**config.mk**
```make
export PLATFORM = sky130hd
export DESIGN_NAME = uart_tx_feeder
export DESIGN_NICKNAME = d
export VERILOG_FILES = /design/src/rtl/uart_pkg.sv /design/src/rtl/uart_tx_feeder.sv
export SDC_FILE = /design/constraint.sdc
export NUM_CORES = 1
export LEC_CHECK = 0
export ABC_AREA = 0
export BUFFER_PORTS_ARGS = -buffer_cell sky130_fd_sc_hd__buf_2
export CAP_MARGIN = 20
export CORE_MARGIN = 10
export CORE_UTILIZATION = 41
export DETAILED_ROUTE_END_ITERATION = 10
export PLACE_DENSITY_LB_ADDON = 0.15
export RECOVER_POWER = 25
export SLEW_MARGIN = 20
export SYNTH_ARGS = -nofsm -noshare
export SYNTH_HDL_FRONTEND = slang
export SYNTH_SLANG_ARGS = --single-unit
```
**constraint.sdc**
```tcl
create_clock -name i_clk -period 2.1 [get_ports i_clk]
set_input_delay 0.315 -clock i_clk [delete_from_list [all_inputs] [get_ports i_clk]]
set_output_delay 0.315 -clock i_clk [all_outputs]
set_load 0.01 [all_outputs]
```
**src/rtl/uart_pkg.sv**
```systemverilog
// uart_pkg -- shared definitions for uart_tx_feeder.
//
// Contents:
//   SPLIT_EN        1 when UART_TX_FEEDER_SPLIT_EN is defined (send every
//                   byte of a FIFO word), 0 otherwise (send only the low byte)
//   B_SIZE_DEFAULT  default UART frame data width
//   state_t         FSM state encoding plus the ST_* constants
//   num_bytes()     bytes sent per FIFO word for the current build
//
// Build macro: UART_TX_FEEDER_SPLIT_EN
package uart_pkg;

`ifdef UART_TX_FEEDER_SPLIT_EN
    localparam bit SPLIT_EN = 1'b1;
`else
    localparam bit SPLIT_EN = 1'b0;
`endif

    localparam int B_SIZE_DEFAULT = 8;

    typedef logic [1:0] state_t;

    localparam state_t ST_IDLE    = 2'd0;
    localparam state_t ST_SEND    = 2'd1;
    localparam state_t ST_WAIT_HI = 2'd2;
    localparam state_t ST_WAIT_LO = 2'd3;

    function automatic int num_bytes(input int d_size, input int b_size);
        return SPLIT_EN ? (d_size / b_size) : 1;
    endfunction

endpackage

```
**src/rtl/uart_tx_feeder.sv**
```systemverilog
// uart_tx_feeder -- pops words from a FIFO and hands them to a UART
// transmitter one byte at a time, least-significant byte first.
//
// Parameters:
//   D_SIZE      FIFO word width (multiple of B_SIZE)
//   B_SIZE      UART frame data width
//
// Ports:
//   i_clk       clock (FIFO read domain)
//   i_rstn      asynchronous active-low reset
//   i_empty     FIFO empty flag
//   i_r_data    FIFO read data, valid while i_empty=0
//   o_r_inc     FIFO pop strobe, one cycle per word
//   i_tx_busy   UART transmitter busy
//   o_tx_data   byte presented to the UART, held until the next start strobe
//   o_tx_valid  one-cycle start strobe to the UART
//   o_busy      high whenever the FSM is outside IDLE
//
// Build macro: UART_TX_FEEDER_SPLIT_EN
//   defined   -> every byte of the word is sent (D_SIZE/B_SIZE bytes)
//   undefined -> only the low byte is sent, the byte index does not exist
//
// state   | meaning
// --------+---------------------------------------------------------------
// IDLE    | waiting for a word in the FIFO and an idle transmitter
// SEND    | start strobe cycle (pop strobe too, for the first byte)
// WAIT_HI | waiting for the transmitter to acknowledge with busy=1
// WAIT_LO | waiting for the transmitter to finish the byte (busy=0)
module uart_tx_feeder
    import uart_pkg::*;
#(
    parameter int D_SIZE = 16,
    parameter int B_SIZE = B_SIZE_DEFAULT
) (
    input  logic              i_clk,
    input  logic              i_rstn,
    input  logic              i_empty,
    input  logic [D_SIZE-1:0] i_r_data,
    output logic              o_r_inc,
    input  logic              i_tx_busy,
    output logic [B_SIZE-1:0] o_tx_data,
    output logic              o_tx_valid,
    output logic              o_busy
);

    localparam int NUM_BYTES = num_bytes(D_SIZE, B_SIZE);

    if ((B_SIZE < 1) || (D_SIZE < B_SIZE) || ((D_SIZE % B_SIZE) != 0)) begin : g_bad_size
        $error("uart_tx_feeder: D_SIZE must be a non-zero multiple of B_SIZE");
    end

    state_t state;

`ifdef UART_TX_FEEDER_SPLIT_EN
    localparam int IDX_W = (NUM_BYTES > 1) ? $clog2(NUM_BYTES) : 1;

    logic [D_SIZE-1:0] word;
    logic [IDX_W-1:0]  idx;
    logic [IDX_W-1:0]  idx_nxt;
    logic [B_SIZE-1:0] tx_data;
    logic [B_SIZE-1:0] byte_sel;
    logic              last_byte;

    assign idx_nxt   = idx + 1'b1;
    assign last_byte = (idx == IDX_W'(NUM_BYTES - 1));
    assign o_tx_data = tx_data;

    // Byte for the next SEND; selected one cycle early so o_tx_data can be
    // registered on entry to SEND.
    always_comb begin
        byte_sel = '0;
        for (int i = 0; i < NUM_BYTES; i++) begin
            if (idx_nxt == IDX_W'(i)) begin
                byte_sel = word[i*B_SIZE +: B_SIZE];
            end
        end
    end
`else
    // Only the low byte is ever sent, so the word register doubles as the
    // output data register.
    logic [B_SIZE-1:0] word;

    assign o_tx_data = word;

    if (D_SIZE > B_SIZE) begin : g_drop_upper
        logic unused_upper;
        assign unused_upper = ^i_r_data[D_SIZE-1:B_SIZE];
    end
`endif

    always_ff @(posedge i_clk or negedge i_rstn) begin
        if (!i_rstn) begin
            state      <= ST_IDLE;
            o_busy     <= 1'b0;
            o_tx_valid <= 1'b0;
            o_r_inc    <= 1'b0;
            word       <= '0;
`ifdef UART_TX_FEEDER_SPLIT_EN
            idx        <= '0;
            tx_data    <= '0;
`endif
        end else begin
            o_tx_valid <= 1'b0;
            o_r_inc    <= 1'b0;
            case (state)
                ST_IDLE: begin
                    if (!i_empty && !i_tx_busy) begin
                        state      <= ST_SEND;
                        o_busy     <= 1'b1;
                        o_tx_valid <= 1'b1;
                        o_r_inc    <= 1'b1;
`ifdef UART_TX_FEEDER_SPLIT_EN
                        word       <= i_r_data;
                        idx        <= '0;
                        tx_data    <= i_r_data[B_SIZE-1:0];
`else
                        word       <= i_r_data[B_SIZE-1:0];
`endif
                    end
                end
                ST_SEND: begin
                    state <= ST_WAIT_HI;
                end
                ST_WAIT_HI: begin
                    if (i_tx_busy) begin
                        state <= ST_WAIT_LO;
                    end
                end
                ST_WAIT_LO: begin
                    if (!i_tx_busy) begin
`ifdef UART_TX_FEEDER_SPLIT_EN
                        if (!last_byte) begin
                            state      <= ST_SEND;
                            idx        <= idx_nxt;
                            tx_data    <= byte_sel;
                            o_tx_valid <= 1'b1;
                        end else begin
                            state  <= ST_IDLE;
                            o_busy <= 1'b0;
                        end
`else
                        state  <= ST_IDLE;
                        o_busy <= 1'b0;
`endif
                    end
                end
                default: begin
                    state  <= ST_IDLE;
                    o_busy <= 1'b0;
                end
            endcase
        end
    end

endmodule
```
**Word level (Yosys, flattened, before mapping)**

Cells that the tools add are included.

- Register bits after elaboration: 12
- Latch bits: 0
- RAM bits: 0
- Memory bits (read-only): 0
- Output and inout bits: 11
- Word-level logic and storage cells: 27
- Memories: 0

- Add/subtract/negate cells: 0
- $mul: 0
- Divide/modulo/power cells: 0
- Order comparisons: 0
- Eq/ne operators: 6
- Shift operators: 0
- Muxes and demuxes: 9
- Bitwise logic cells: 0
- Reductions and logical operators: 8

Operators with widths:

| cell | number |
|---|---|
| $pmux 2 s4 | 1 |
| $mux 2 | 3 |
| $ne 2x2->1 const B | 3 |
| $reduce_and 3->1 | 2 |
| $eq 2x2->1 const B | 2 |
| $mux 1 | 4 |
| $eq 2x1->1 const B | 1 |
| $logic_not 1->1 | 2 |
| $logic_not 2->1 | 1 |
| $pmux 1 s2 | 1 |
| $reduce_and 2->1 | 1 |
| $reduce_bool 2->1 | 1 |
| $logic_and 1x1->1 | 1 |

**Logic depth before layout (Yosys ltp)**

- Word-level depth: 4
- Mapped depth: 5

**Worst setup path before layout**

No wires, ideal clock.

- Path type: register to register
- Start point: register state[0]
- End point: register word[0] (netlist: o_tx_data[0])
- Setup time: 0.125 ns
- Arrival: 1.398 ns
- Data required time: 1.975 ns
- Setup slack: 0.577 ns
- Stages on the path, launching flop included: 6
- Path buffers: 0
- Cell sequence: dfrtp_1 -> inv_1 -> ha_1 -> inv_1 -> nor3_4 -> mux2_2

- Word-level cells in the longest chain between the ends: 2

RTL lines:

| item | RTL line | source |
|---|---|---|
| start, declared | uart_tx_feeder.sv:52 | `state_t state;` |
| start signal, assigned | uart_tx_feeder.sv:93 | `state <= ST_IDLE;` |
| start signal, assigned | uart_tx_feeder.sv:108 | `state <= ST_SEND;` |
| start signal, assigned | uart_tx_feeder.sv:122 | `state <= ST_WAIT_HI;` |
| $logic_not 2->1 | uart_tx_feeder.sv:105 | `case (state)` |
| $reduce_and 2->1 (no source line) | -- |  |
| end signal, assigned | uart_tx_feeder.sv:117 | `word <= i_r_data[B_SIZE-1:0];` |
| end, declared | uart_tx_feeder.sv:81 | `logic [B_SIZE-1:0] word;` |

No other way between the ends.
A chain may end at the register's enable or synchronous reset.

**Final worst setup path**

- Start point: register state[0]
- End point: register word[6] (netlist: o_tx_data[6])

Same word-level chain as after synthesis.

==> metrics.txt <==
post-synthesis average cell area 13.0 um^2; Switching Share 0.346; clock-pin slew of the registers on the worst-case setup and hold paths 0.06 ns; Core Util, Final 0.540; antenna violations before repair 0; RePlAce Congestion approximately 0.74; Setup Skew 0.000760 ns; CP required 2.25 ns; period utilization 0.807; Avg WL per Cell ~13 um; Cell Pwr Density 1370 nW/um^2; post-DR vias/cell 4.83; Fin. Hold Viols 0; Core ar. 1280 um^2; Setup TNS 0 ns; startpoint types register; I/O Buffers 22; cells after synthesis 42; status finished, final reports clean; Worst Tran Pin Value 0.616 ns; post-detail-place hpwl roughly 900 um; mapped cell area 547 um^2; max cap viols 0; Pleak 0.000342 uW; Placed Area 663 um^2; Worst-Skew Late Latency 0.26 ns; setup violators final 0; Slew Viols, Final 0; area delta synth->final 27.0%; flops & latches, synth 12; Flop pwr share 0.417; clk sinks 12; antenna cells 0; H-tree depth 1; Routed WL approximately 1100 um; layout cell share with drive strength beyond 1 0.515; Tot Pwr 948 uW; die area 3190 um^2; IO Count 31; Combinational Power Share 0.445; Rows 13; Synth cell types 13; Max-Slew Margin vs Limit 0.589; Die X 56.5 um; Worst EP arrival ~1.8 ns; Global Route Usage Sum 0.0692; first-pass GRT wire length 1780 um; CP endpoint kind register; yosys warns 0; Longest Clk Path Bufs 2; CP Class register to register; DR pass1 iterations 2; Worst Hold Class input pin to register; switching power roughly 330 uW; vias in the first global route roughly 400; Die Ht 56.5 um; final instance area just under 700 um^2; Initial Util 0.426; GRT overflow 0; Final nets 91; Clk pwr share 0.138; fin crit period 1.69 ns; RSZ-0062 raised after global routing no; peak supply drop between 0.6 and 0.7 mV; achievable frequency 590 MHz; Remaining DRCs 0; CTS root buf clkbuf_4; register area share after synthesis 0.549; largest net degree at the start of global routing 13; post_cts resized 0; Num CTS Buffers 3; post-synth net total 65; DRT iter0 DRCs 2; CTS tree built; Int Pwr roughly 620 uW; ANT nets after route 0; Critical Path Fanout Max 9; vias 391
## cells in the mapped netlist (all sizes together)
master  number  share of area
nand4        1          0.011
inv          4          0.027
o211ai       1          0.014
nor3         3          0.048
mux2i        1          0.018
o21ai        3          0.027
a21oi        3          0.027
mux2         9           0.19
buf          2          0.023
ha           3          0.069
dfrtp       12           0.55
## per-layer routing
layer  global-route usage  share of wire  vias up
met3               0.0404          0.083        0
met1               0.0704           0.41      185
met5                    0              0        -
li1                     -              -      196
met4               0.0309              0        0
met2                0.111           0.51       10
## area by class of cell
| type | instances | area, um^2 |
|---|---|---|
| sequential | 12 | 300 |
| clock buffer | 3 | 22.5 |
| fill | 122 | 591 |
| timing repair buffer | 23 | 119 |
| multi-input combinational | 24 | 219 |
| inverter | 4 | 15.0 |
| tap | 15 | 18.8 |
## cell usage in the layout (no fill, tap or decap)
master         instances
nand4_1                1
buf_2                 21
mux2_2                 9
mux2i_1                1
inv_1                  4
dlygate4sd3_1          1
a21oi_1                3
clkbuf_4               3
o211ai_1               1
nor3_1                 2
o21ai_0                3
nor3_4                 1
clkbuf_1               1
dfrtp_1               12
ha_1                   3
## stage by stage
step	std cells	setup slack (ns)	hold slack, ns
floorplan	42	0.577	0.0194
global placement	77	0.404	0.202
detailed placement	77	0.394	0.206
CTS	81	0.386	0.272
global route	81	0.264	0.271
finish	81	0.406	0.282
## what timing repair did
| item | in CTS | in global routing |
|---|---|---|
| endpoints found under the hold margin | 12 | 0 |
| hold buffers | 1 | 0 |
| buffers inserted | 0 | 0 |
## power groups by stage
stage                     logic (uW)  registers [uW]  clock network (uW)
after floorplan                  235             444                   0
after global placement           430             396                   0
after detailed placement         435             400                   0
after CTS                        437             397                 140
after global routing             476             408                 152
final                            422             395                 131
## path summary, 6_finish.rpt
kind | startpoint | end | slack, ns | depth (start not counted)
min | i_r_data[7] | o_tx_data[7]$_DFFE_PN0P_ | 0.28 | 2
min reg2reg | o_tx_data[7]$_DFFE_PN0P_ | o_tx_data[7]$_DFFE_PN0P_ | 0.50 | 1
max reg2reg | state[0]$_DFFE_PN0P_ | o_tx_data[6]$_DFFE_PN0P_ | 0.41 | 5
max | state[0]$_DFFE_PN0P_ | o_tx_data[6]$_DFFE_PN0P_ | 0.41 | 5
min in group asynchronous | i_rstn | o_tx_data[2]$_DFFE_PN0P_ | 0.58 | 2
max in group asynchronous | i_rstn | state[0]$_DFFE_PN0P_ | 1.12 | 2
## registers in the layout (all words and copies together) (netlist names)
| signal | flops |
|---|---|
| o_tx_valid | 1 |
| state | 2 |
| o_busy | 1 |
| o_tx_data | 8 |
## worst max-delay path, stage by stage (launching register included)
cell	delay (ns)
dfrtp_1	0.39
inv_1	0.10
ha_1	0.17
inv_1	0.09
nor3_4	0.44
mux2_2	0.39
## cell families (layout without fill, tap and decap cells)
kind of cell / count (synthesis) / after routing / share of synthesized area
flops: 12 / 12 / 0.549
compound gates: 7 / 7 / 0.0686
buf+inv: 6 / 30 / 0.0503
fa+ha+maj: 3 / 3 / 0.0687
simple gates: 4 / 4 / 0.0595
mux: 10 / 10 / 0.204
No activity file was read; power rests on OpenSTA's default activity.
